<file path="config.mk">
export PLATFORM = sky130hd
export DESIGN_NAME = sprite_compositor
export DESIGN_NICKNAME = d
export VERILOG_FILES = /design/src/rtl/sprite_compositor.sv
export SDC_FILE = /design/constraint.sdc
export NUM_CORES = 1
export LEC_CHECK = 0
export CORE_MARGIN = 3
export CORE_UTILIZATION = 49
export CTS_CLUSTER_DIAMETER = 40
export DETAILED_ROUTE_END_ITERATION = 6
export GPL_TIMING_DRIVEN = 0
export PLACE_DENSITY = 0.7
export SYNTH_ARGS = -nofsm -noshare
export SYNTH_HDL_FRONTEND = slang
export SYNTH_SLANG_ARGS = --single-unit
export TNS_END_PERCENT = 10
</file>
<file path="constraint.sdc">
create_clock -name clk -period 2.44 [get_ports clk]
set_clock_uncertainty 0.1 [all_clocks]
set_input_delay 0.732 -clock clk [delete_from_list [all_inputs] [get_ports clk]]
set_output_delay 0.732 -clock clk [all_outputs]
set_load 0.02 [all_outputs]
</file>
<file path="src/rtl/sprite_compositor.sv">
// N-layer sprite compositor: per-pixel priority resolve with transparency keys and
// a frame-latched front override, double-buffered palette lookup, per-frame overlap mask.
module sprite_compositor #(
  parameter int unsigned                 NUM_LAYERS    = 2,
  parameter int unsigned                 COLOR_DEPTH   = 2,
  parameter int unsigned                 LAYER_IDX_W   = 2,
  parameter logic [9:0]                  FLOOR_Y       = 10'd440,
  parameter logic [COLOR_DEPTH-1:0]      BG_SKY_CODE   = 2'd3,
  parameter logic [COLOR_DEPTH-1:0]      BG_FLOOR_CODE = 2'd0,
  parameter logic [24*(2**COLOR_DEPTH)-1:0] RESET_PALETTE =
    {24'hFFFFFF, 24'h0000FF, 24'hFF0000, 24'h000000}
) (
  input  logic                              clk,
  input  logic                              reset,
  input  logic                              frame_start,
  input  logic                              pix_valid,
  input  logic [9:0]                        ycoord,
  input  logic [NUM_LAYERS*COLOR_DEPTH-1:0] layer_color,
  input  logic [NUM_LAYERS-1:0]             layer_active,
  input  logic [NUM_LAYERS*COLOR_DEPTH-1:0] layer_key,
  input  logic [LAYER_IDX_W-1:0]            front_layer,
  input  logic                              pal_wr_en,
  input  logic [COLOR_DEPTH-1:0]            pal_addr,
  input  logic [23:0]                       pal_data,
  output logic [7:0]                        vga_r,
  output logic [7:0]                        vga_g,
  output logic [7:0]                        vga_b,
  output logic                              pix_valid_out,
  output logic [NUM_LAYERS-1:0]             overlap_layers,
  output logic                              overlap_flag
);

  localparam int unsigned PAL_SIZE = 2 ** COLOR_DEPTH;

  logic [23:0]            shadow_pal [PAL_SIZE];
  logic [23:0]            active_pal [PAL_SIZE];
  logic [LAYER_IDX_W-1:0] front_q;
  logic [NUM_LAYERS-1:0]  opaque;
  logic                   multi_opaque;
  logic [COLOR_DEPTH-1:0] win_code;
  logic [COLOR_DEPTH-1:0] s1_code;
  logic                   s1_valid;
  logic [NUM_LAYERS-1:0]  acc_q;
  logic [NUM_LAYERS-1:0]  acc_next;

  always_comb begin
    int unsigned cnt;
    opaque = '0;
    cnt    = 0;
    for (int unsigned i = 0; i < NUM_LAYERS; i++) begin
      opaque[i] = layer_active[i] &
                  (layer_color[i*COLOR_DEPTH +: COLOR_DEPTH] != layer_key[i*COLOR_DEPTH +: COLOR_DEPTH]);
      if (opaque[i]) cnt = cnt + 1;
    end
    multi_opaque = (cnt >= 2);
  end

  // Lowest-index opaque layer wins unless the latched front layer is opaque;
  // an out-of-range front_q simply never matches a layer index.
  always_comb begin
    logic found;
    found    = 1'b0;
    win_code = (ycoord >= FLOOR_Y) ? BG_FLOOR_CODE : BG_SKY_CODE;
    for (int unsigned i = 0; i < NUM_LAYERS; i++) begin
      if (opaque[i] && !found) begin
        win_code = layer_color[i*COLOR_DEPTH +: COLOR_DEPTH];
        found    = 1'b1;
      end
    end
    for (int unsigned i = 0; i < NUM_LAYERS; i++) begin
      if (opaque[i] && (front_q == LAYER_IDX_W'(i)))
        win_code = layer_color[i*COLOR_DEPTH +: COLOR_DEPTH];
    end
  end

  always_comb begin
    acc_next = acc_q;
    if (pix_valid && multi_opaque) acc_next = acc_q | opaque;
  end

  always_ff @(posedge clk or negedge reset) begin
    if (!reset) begin
      front_q        <= LAYER_IDX_W'(NUM_LAYERS);
      acc_q          <= '0;
      overlap_layers <= '0;
    end else begin
      if (frame_start) begin
        front_q        <= front_layer;
        overlap_layers <= acc_next;
        acc_q          <= '0;
      end else begin
        acc_q <= acc_next;
      end
    end
  end

  // A write coinciding with frame_start is forwarded into the committed entry.
  always_ff @(posedge clk or negedge reset) begin
    if (!reset) begin
      for (int unsigned i = 0; i < PAL_SIZE; i++) begin
        shadow_pal[i] <= RESET_PALETTE[i*24 +: 24];
        active_pal[i] <= RESET_PALETTE[i*24 +: 24];
      end
    end else begin
      if (pal_wr_en) shadow_pal[pal_addr] <= pal_data;
      if (frame_start) begin
        for (int unsigned i = 0; i < PAL_SIZE; i++) begin
          if (pal_wr_en && (pal_addr == COLOR_DEPTH'(i)))
            active_pal[i] <= pal_data;
          else
            active_pal[i] <= shadow_pal[i];
        end
      end
    end
  end

  always_ff @(posedge clk or negedge reset) begin
    if (!reset) begin
      s1_code  <= '0;
      s1_valid <= 1'b0;
    end else begin
      s1_code  <= win_code;
      s1_valid <= pix_valid;
    end
  end

  always_ff @(posedge clk or negedge reset) begin
    if (!reset) begin
      vga_r         <= '0;
      vga_g         <= '0;
      vga_b         <= '0;
      pix_valid_out <= 1'b0;
    end else begin
      pix_valid_out <= s1_valid;
      if (s1_valid) begin
        {vga_r, vga_g, vga_b} <= active_pal[s1_code];
      end else begin
        vga_r <= '0;
        vga_g <= '0;
        vga_b <= '0;
      end
    end
  end

  assign overlap_flag = |overlap_layers;

endmodule

</file>
# After elaboration in Yosys (flattened, before gate mapping)
# Cells that the tools add are included.
# classes
add_sub_neg	1
order_cmp	5
n_eq_ne	6
n_mux	23
bitwise	5
reduce_logical	13
# op_table
op	n
$mux 24	7
$bwmux 96	1
$bmux 24 s2	1
$demux 24 s2	1
$add 32x1->32 const B	1
$ge 32x2->1 const B	1
$mux 32	1
$mux 8	3
$mux 2	7
$ge 10x9->1 const B	1
$logic_and 1x1->1	9
$ge 3x3->1 const B	2
$not 2->3	2
$eq 2x1->1 const B	2
$eq 2x2->1 const B	2
$logic_not 2->1	2
$ne 2x2->1	2
$lt 3x1->1 const B	1
$and 1x1->1	2
$mux 1	2
$or 2x2->2	1
$reduce_or 2->1	1
$logic_not 1->1	1
# word_totals
register_bits	226
input_bits	53
output_inout_bits	28
wordCells	70

# Logic depth before layout (Yosys ltp)
# Gate-level depths: netlist (run 1).
# depth
word_depth	9
depth_mapped	5
mapped_depth_nobuf	4

# Worst setup path before layout (run 1)
# No wires, ideal clock.
# synth_timing
kind	input -> register
from	input pal_addr[1]
to	register active_pal[75] (netlist name)
setup_time_ns	0.125
t_arrival_ns	1.886
required_ns	2.215
setup_slack_ns	0.330
stages	4
path_buffers	1
path_cell_list	nor3b_2 > buf_4 > mux2_2 > mux2_2
# synth_between
elab_chain_cells	3
# synth_lines
element	line_no	source
from (decl)	23	input logic [COLOR_DEPTH-1:0] pal_addr,
$logic_not 2->1	108	if (pal_wr_en && (pal_addr == COLOR_DEPTH'(i)))
$logic_and 1x1->1	108	
$mux 24	108	
to (signal, indexed assignment)	102	active_pal[i] <= RESET_PALETTE[i*24 +: 24];
to (signal, indexed assignment)	109	active_pal[i] <= pal_data;
to (signal, indexed assignment)	111	active_pal[i] <= shadow_pal[i];
to (decl)	36	logic [23:0] active_pal [PAL_SIZE];
# No other way between the ends.
# A chain may end at the register's enable or synchronous reset.

# Worst setup path after layout (run 1)
# layout_timing
from	input pal_wr_en
to	register active_pal[85] (netlist name)
# layout_between
elab_chain_cells	2
# layout_lines
element	line_no	source
from (decl)	22	input logic pal_wr_en,
$logic_and 1x1->1	108	
$mux 24	108	
# No other way between the ends.

==> results.txt, run 1 <==
Most used cell along the critical path = sky130_fd_sc_hd__mux2_2
Routed Wire Length = 18.18 mm
Count of mapped cells out of synthesis = 532
P_leak = 4.713 nW
Max-slew violation total from the final report = 0
Setup slack on the worst flop-to-flop path = 0.37 ns
Number of detailed-route iterations in the first pass = 4
Drt wl/cell = 20.25 um
Placed inst area = 10,070 sq um
Crit path largest cell delay = 0.60 ns
Beginning of the worst register-to-register path = s1_code[1]
Sink count of the clock tree = 226
Maximum number of pins on one net before global-route repair = 118
Average cell area after synthesis = 16.91 sq um
Area of the core region = 17,660 sq um
Routability cong. = 0.8068
Overall via count from detail_route = 4,863
Combined flip-flop and latch cell area = 5757 sq um
Placed wire-length estimate after detailed placement = 11.24 mm
Initial antenna violation count = 0
Part of the cycle the worst path needs = 0.9804
Starting Density = 0.5096
Setup crit start kind = primary input
Netlist Area Pre-Place = 8999 sq um
Count of non-filler cells in the finished layout = 898
Net switching fraction of the power = 0.2290
Wire length of the first global-routing pass = 29.48 mm
Final Cell Area = 11,410 sq um
GRT Util Overall = 0.1917
Cell with the biggest individual delay on the critical path = sky130_fd_sc_hd__clkdlybuf4s50_1
Clock input transition at the sequential cells of the worst setup and hold paths = 0.05 ns
Required time of the critical path = 2.72 ns
#FFs+latches synth = 226
Inserted Clock Buffers = 34
Sequential-to-total area share from yosys stat = 0.6397
Area taken by multi-input logic gates = 3082 sq um
Number of fill cells = 1,254
Critical-path cell list = clkdlybuf4s50_1 > nor3b_4 > buf_4 > mux2_2 > mux2_2
Achievable Freq = 418.0 MHz
Net Count, Synth = 585
Ant diodes = 0
Class of the most critical setup path = primary input to register
Num rows = 48
Number of max-capacitance violations reported = 0
Hold buffer count at cts = 0
Synth-to-layout area growth = 26.77%
Internal power component = 9.489 mW
Number of vias per cell = 5.415
Endpoint class of the critical path = register
Largest vdd supply drop = 752.8 uV
Hold Crit Class = primary input to asynchronous set/reset pin
Clock root buffer master = sky130_fd_sc_hd__clkbuf_16
Period minus WS final = 2.392 ns
Pwr Total = 12.31 mW
CTS tree = done
Number of distinct library cell variants in the gate-level netlist after synthesis = 26
Slew at the pin closest to its max-slew limit = 0.9024 ns
Part of the total power dissipated in the clock network = 0.444
Total congestion overflow after global routing = 0
Remaining antenna violation count = 0
Relative slew slack = 0.3984
Drt initial violations = 176
Cell count after placement = 834
Die area = 20,030 sq um
Sequential Power Share = 0.408
Number of global-route vias before repair = 5,388
Yosys warns = 0
Post-route DRC violation count = 0
Final-report setup violation count = 0
Floorplan die width = 141.5 um
H-Tree Level Count = 2
Switching power = 2.819 mW
Power per unit of standard cell area = 1079 nW/um^2
Depth of the worst register-to-register path = 4
Unrepaired setup endpoints after global routing = true
Combinational power share = 0.148
Share of final-layout standard cells stronger than drive strength 1 = 0.5646
Input/output buffers = 76
Die height = 141.5 um
Final hold violation count = 0
Endpoint of the lowest-slack register-to-register path = vga_r[6]
IO Count = 81
Data arrival time at the worst-slack endpoint = 2.67 ns
Top fanout value on the critical path = 10
Maximum root-to-sink buffer count = 3
Final Net Count = 700
Status = complete, no violations
Clock latency on the worst-skew pair = 0.49 ns
-- worst max-delay path: cells and delay by family --
kind | cells | cell delay (ns)
simple gates | 1 | 0.37
buf+inv | 2 | 0.91
mux | 2 | 0.65
-- sequential cells by signal (all words and copies together) (netlist names) --
| signal | flops |
|---|---|
| active_pal | 96 |
| shadow_pal | 96 |
| vga_b | 8 |
| vga_g | 8 |
| vga_r | 8 |
| acc_q | 2 |
| front_q | 2 |
| overlap_layers | 2 |
| s1_code | 2 |
| pix_valid_out | 1 |
| s1_valid | 1 |
-- how the worst max path moves through the flow --
stage,startpoint,end,slack (ns),depth (start not counted)
2_1_floorplan,pal_addr[1],active_pal[75],0.33,4
3_3_place_gp,reset,acc_q[0],-8.18,1
3_5_place_dp,pal_wr_en,active_pal[85],-0.56,5
4_1_cts,pal_wr_en,active_pal[85],0.04,5
5_1_grt,pal_wr_en,active_pal[85],-0.007,5
6_report,pal_wr_en,active_pal[85],0.05,5
-- layout by cell type, fill, tap and decap left out, types with 7 or more instances in the layout --
cell type	n
sky130_fd_sc_hd__mux2_2	192
sky130_fd_sc_hd__dfrtp_1	145
sky130_fd_sc_hd__dfstp_2	81
sky130_fd_sc_hd__clkdlybuf4s50_1	74
sky130_fd_sc_hd__clkbuf_16	37
sky130_fd_sc_hd__mux4_2	24
sky130_fd_sc_hd__and2_1	24
sky130_fd_sc_hd__clkbuf_1	14
sky130_fd_sc_hd__bufinv_16	8
sky130_fd_sc_hd__nand3_1	7
sky130_fd_sc_hd__buf_2	7
sky130_fd_sc_hd__clkinvlp_4	7
-- what timing repair did --
action / CTS / global route
setup endpoints to repair: 21 / 16
buffers inserted: 0 / 2
gates resized for setup: 2 / 0
-- Yosys cell counts --
| cell type | n | area, sq um |
|---|---|---|
| sky130_fd_sc_hd__dfstp_2 | 81 | 2128 |
| sky130_fd_sc_hd__o221ai_1 | 1 | 8.760 |
| sky130_fd_sc_hd__buf_6 | 4 | 45.04 |
| sky130_fd_sc_hd__nand2_1 | 3 | 11.26 |
| sky130_fd_sc_hd__nand3_1 | 7 | 35.03 |
| sky130_fd_sc_hd__mux2_2 | 192 | 2162 |
| sky130_fd_sc_hd__buf_2 | 7 | 35.03 |
| sky130_fd_sc_hd__nor3b_2 | 1 | 12.51 |
| sky130_fd_sc_hd__o2111ai_1 | 1 | 8.760 |
| sky130_fd_sc_hd__dfrtp_1 | 145 | 3628 |
| sky130_fd_sc_hd__nand3_2 | 1 | 10.01 |
| sky130_fd_sc_hd__nor2_1 | 3 | 11.26 |
| sky130_fd_sc_hd__a21oi_1 | 2 | 10.01 |
| sky130_fd_sc_hd__clkbuf_1 | 13 | 48.80 |
| sky130_fd_sc_hd__or4_1 | 1 | 7.510 |
| sky130_fd_sc_hd__o21ai_0 | 2 | 10.01 |
| sky130_fd_sc_hd__o21a_1 | 2 | 15.01 |
| sky130_fd_sc_hd__mux4_2 | 24 | 540.5 |
| sky130_fd_sc_hd__buf_1 | 2 | 7.510 |
| sky130_fd_sc_hd__or2_2 | 1 | 6.260 |
| sky130_fd_sc_hd__xor2_1 | 4 | 35.03 |
| sky130_fd_sc_hd__nand3b_2 | 2 | 22.52 |
| sky130_fd_sc_hd__a31oi_1 | 3 | 18.77 |
| sky130_fd_sc_hd__buf_4 | 2 | 15.01 |
| sky130_fd_sc_hd__inv_1 | 4 | 15.01 |
| sky130_fd_sc_hd__and2_1 | 24 | 150.1 |
-- layer usage --
metal  share of wire  global-route usage
met5               0                   0
met2            0.50              0.3218
met4           0.022             0.05909
met1            0.43              0.2491
met3           0.043             0.04651
-- through the flow --
stage / setup TNS (ns) / hold slack (ns) / util / worst slack [ns]
6_report: 0 / 0.1872 / 0.6460 / 0.04788
5_1_grt: -0.006919 / 0.2600 / 0.6460 / -0.006919
4_1_cts: 0 / 0.2227 / 0.6452 / 0.04323
3_5_place_dp: -32.29 / 0.3795 / 0.5705 / -0.5634
3_3_place_gp: -1658.25 / 0.3738 / 0.5687 / -8.184
2_1_floorplan: 0 / 0.3186 / - / 0.3297
-- cells by family (layout without fill, tap and decap cells) --
logic type / count (synthesis) / after routing / synth area share
DFF: 226 / 226 / 0.6397
muxes: 216 / 216 / 0.3003
and+or+nand+nor: 43 / 43 / 0.02962
buffers and inverters: 32 / 173 / 0.01849
AOI/OAI and AO/OA: 11 / 11 / 0.007926
xor gates and xnor gates: 4 / 4 / 0.003893
-- power groups by stage --
stage / registers [mW] / logic [mW] / clock network (mW)
6_report: 5.02 / 1.82 / 5.47
5_1_grt: 5.11 / 1.97 / 5.73
4_1_cts: 5.03 / 1.85 / 5.56
3_5_place_dp: 5.08 / 1.83 / 0
3_3_place_gp: 5.05 / 1.76 / 0
2_1_floorplan: 5.09 / 1.13 / 0
-- layout make-up --
cell class              instances  share of cell area
plain buffers                  28             0.01327
multi-input cells             274              0.2702
clock inverters                22             0.03126
well taps                     225             0.02468
flip-flops and latches        226              0.5047
clock buffers                  40             0.08391
inverters                       4            0.001316
repair buffers                 79             0.07075
(Power assumes the default switching activity.)
==> run 2, diff against run 1 <==
--- a/config.mk
+++ b/config.mk
@@ -5,7 +5,6 @@
 export SDC_FILE = /design/constraint.sdc
 export NUM_CORES = 1
 export LEC_CHECK = 0
-export CORE_MARGIN = 3
 export CORE_UTILIZATION = 49
 export CTS_CLUSTER_DIAMETER = 40
 export DETAILED_ROUTE_END_ITERATION = 6
==> run 2 against run 1 <==
  * Register-to-register slack about the same
  * Total power decreased by 7.8%
  * Global-route usage increased by 1.6 points
  * Routed wire length increased by 0.56%
  * Sequential cell count unchanged
  * Clock power decreased by 18%
  * Count of clock-buffer cells in the layout decreased by 3
  * Via count decreased by 1.6%
  * Cell area decreased by 2.1%
==> results.txt, run 2 (synthesis gave the netlist of run 1 again) <==
Top library cells by usage in the layout, fill and taps aside = sky130_fd_sc_hd__mux2_2, sky130_fd_sc_hd__dfrtp_1, sky130_fd_sc_hd__dfstp_2
Total negative setup slack = 0 ns (unchanged)
Top fanout value on the critical path = 3 (-7)
Data arrival time at the worst-slack endpoint = 1.54 ns (-1.13 ns)
Unrepaired setup endpoints after global routing = false
Maximum root-to-sink buffer count = 3 (unchanged)
Routability cong. = 0.7264 (-10%)
Num rows = 49 (+2.1%)
Slew at the pin closest to its max-slew limit = 0.9207 ns (+0.01833 ns)
Post-route DRC violation count = 0 (unchanged)
Number of max-capacitance violations reported = 0 (unchanged)
Hold buffer count at cts = 0 (unchanged)
Part of the total power dissipated in the clock network = 0.397 (-0.047)
GRT Util Overall = 0.2080 (+0.01628)
Die height = 137.5 um (-2.8%)
Registers with the most flip-flops = active_pal: 96 flops, shadow_pal: 96 flops
Sink count of the clock tree = 226 (unchanged)
Beginning of the worst register-to-register path = s1_code[1]
Final Net Count = 698 (-0.29%)
Net switching fraction of the power = 0.2442 (+0.01514)
Sequential Power Share = 0.443 (+0.035)
Combined flip-flop and latch cell area = 5757 sq um (unchanged)
Inserted Clock Buffers = 31 (-8.8%)
Share of final-layout standard cells stronger than drive strength 1 = 0.5597 (-0.004934)
Status = complete, no violations
Remaining antenna violation count = 0 (unchanged)
Period minus WS final = 2.374 ns (-0.01764 ns)
Crit path largest cell delay = 0.39 ns (-0.21 ns)
Die area = 18,910 sq um (-5.6%)
Starting Density = 0.5009 (-0.008697)
Clock root buffer master = sky130_fd_sc_hd__clkbuf_16
Cell with the biggest individual delay on the critical path = sky130_fd_sc_hd__dfrtp_1
Internal power component = 8.581 mW (-9.6%)
Class of the most critical setup path = register to output pin
Drt initial violations = 174 (-1.1%)
Required time of the critical path = 1.61 ns (-1.11 ns)
Synth-to-layout area growth = 24.15%
CTS tree = done
Routed Wire Length = 18.29 mm (+0.56%)
Number of vias per cell = 5.316 (-1.8%)
Endpoint of the lowest-slack register-to-register path = vga_r[6]
Floorplan die width = 137.5 um (-2.8%)
Area taken by multi-input logic gates = 3082 sq um (unchanged)
Endpoint class of the critical path = output pin
Number of detailed-route iterations in the first pass = 4 (unchanged)
Number of global-route vias before repair = 5,265 (-2.3%)
Largest vdd supply drop = 609.5 uV (-19%)
Number of fill cells = 1,303 (+3.9%)
P_leak = 4.612 nW (-2.2%)
Combinational power share = 0.160 (+0.012)
Final hold violation count = 0 (unchanged)
Most common library cell in the layout ignoring fill and taps = sky130_fd_sc_hd__mux2_2
Power per unit of standard cell area = 1016 nW/um^2 (-5.8%)
Setup slack on the worst flop-to-flop path = 0.37 ns (about the same)
Overall via count from detail_route = 4,784 (-1.6%)
Part of the cycle the worst path needs = 0.9731 (-0.007229)
Depth of the worst register-to-register path = 4 (unchanged)
Buffers & Inverters on Critical Path = 1 (-1)
Clock input transition at the sequential cells of the worst setup and hold paths = 0.06 ns (about the same)
Wire length of the first global-routing pass = 28.94 mm (-1.8%)
IO Count = 81 (unchanged)
Placed wire-length estimate after detailed placement = 11.32 mm (+0.72%)
Setup crit start kind = register
Min Hold Slack = 0.07854 ns (-0.1087 ns)
Relative slew slack = 0.3862 (-0.01222)
Drt wl/cell = 20.32 um (+0.34%)
Switching power = 2.772 mW (-1.7%)
Top Family by Delay on Critical Path = flip-flops
Initial antenna violation count = 1 (+1)
H-Tree Level Count = 1 (-1)
Achievable Freq = 421.1 MHz (+0.74%)
Hold Crit Class = primary input to asynchronous set/reset pin
Total congestion overflow after global routing = 0 (unchanged)
Max-slew violation total from the final report = 0 (unchanged)
Pwr Total = 11.35 mW (-7.8%)
Input/output buffers = 76 (unchanged)
Critical-path cell list = or2_2 > dlygate4sd2_1
Area of the core region = 17,960 sq um (+1.7%)
Maximum number of pins on one net before global-route repair = 137 (+16%)
Clock latency on the worst-skew pair = 0.55 ns (+0.06 ns)
Final-report setup violation count = 0 (unchanged)
## run 2: layout make-up
class,instances,area share
flip-flops and latches,226,0.5153
multi-input cells,274,0.2758
inverters,4,0.001344
clock inverters,21,0.02105
well taps,229,0.02565
plain buffers,28,0.01355
clock buffers,37,0.07414
repair buffers,80,0.07291
diodes,1,0.0002240
## run 2: layer usage
| layer | up-vias | GRT usage | part of all wire |
|---|---|---|---|
| li1 | 2146 | - | - |
| met4 | 0 | 0.06288 | 0.016 |
| met1 | 2510 | 0.2642 | 0.42 |
| met5 | - | 0 | 0 |
| met3 | 22 | 0.03495 | 0.040 |
| met2 | 106 | 0.3635 | 0.52 |
## run 2: worst max-delay path by stage
stage | cells after the start | from | to | slack, ns
3_3_place_gp | 1 | reset | acc_q[0] | -8.13
5_1_grt | 2 | overlap_layers[1] | overlap_flag | 0.007
6_report | 2 | overlap_layers[1] | overlap_flag | 0.07
2_1_floorplan | 4 | pal_addr[1] | active_pal[75] | 0.33
4_1_cts | 5 | pal_wr_en | active_pal[91] | 0.02
3_5_place_dp | 5 | pal_wr_en | active_pal[89] | -0.67
## run 2: power groups by stage
stage	Combinational (mW)	Sequential, mW	Clock [mW]
6_report	1.82	5.03	4.51
5_1_grt	1.98	5.12	4.78
3_5_place_dp	1.83	5.09	0
4_1_cts	1.84	5.03	4.60
2_1_floorplan	1.13	5.09	0
3_3_place_gp	1.75	5.05	0
## run 2: timing repair
item                       CTS  global route
setup endpoints to repair   21             9
buffers inserted             0             3
gates resized for setup      2             0
## run 2: through the flow
step | util | worst slack (ns) | cells | instance area (sq um)
2_1_floorplan | - | 0.3297 | 532 | 8999
4_1_cts | 0.6205 | 0.01935 | 896 | 11150
6_report | 0.6219 | 0.06552 | 900 | 11170
3_5_place_dp | 0.5611 | -0.6724 | 838 | 10080
5_1_grt | 0.6219 | 0.006874 | 900 | 11170
3_3_place_gp | 0.5592 | -8.129 | 837 | 10050
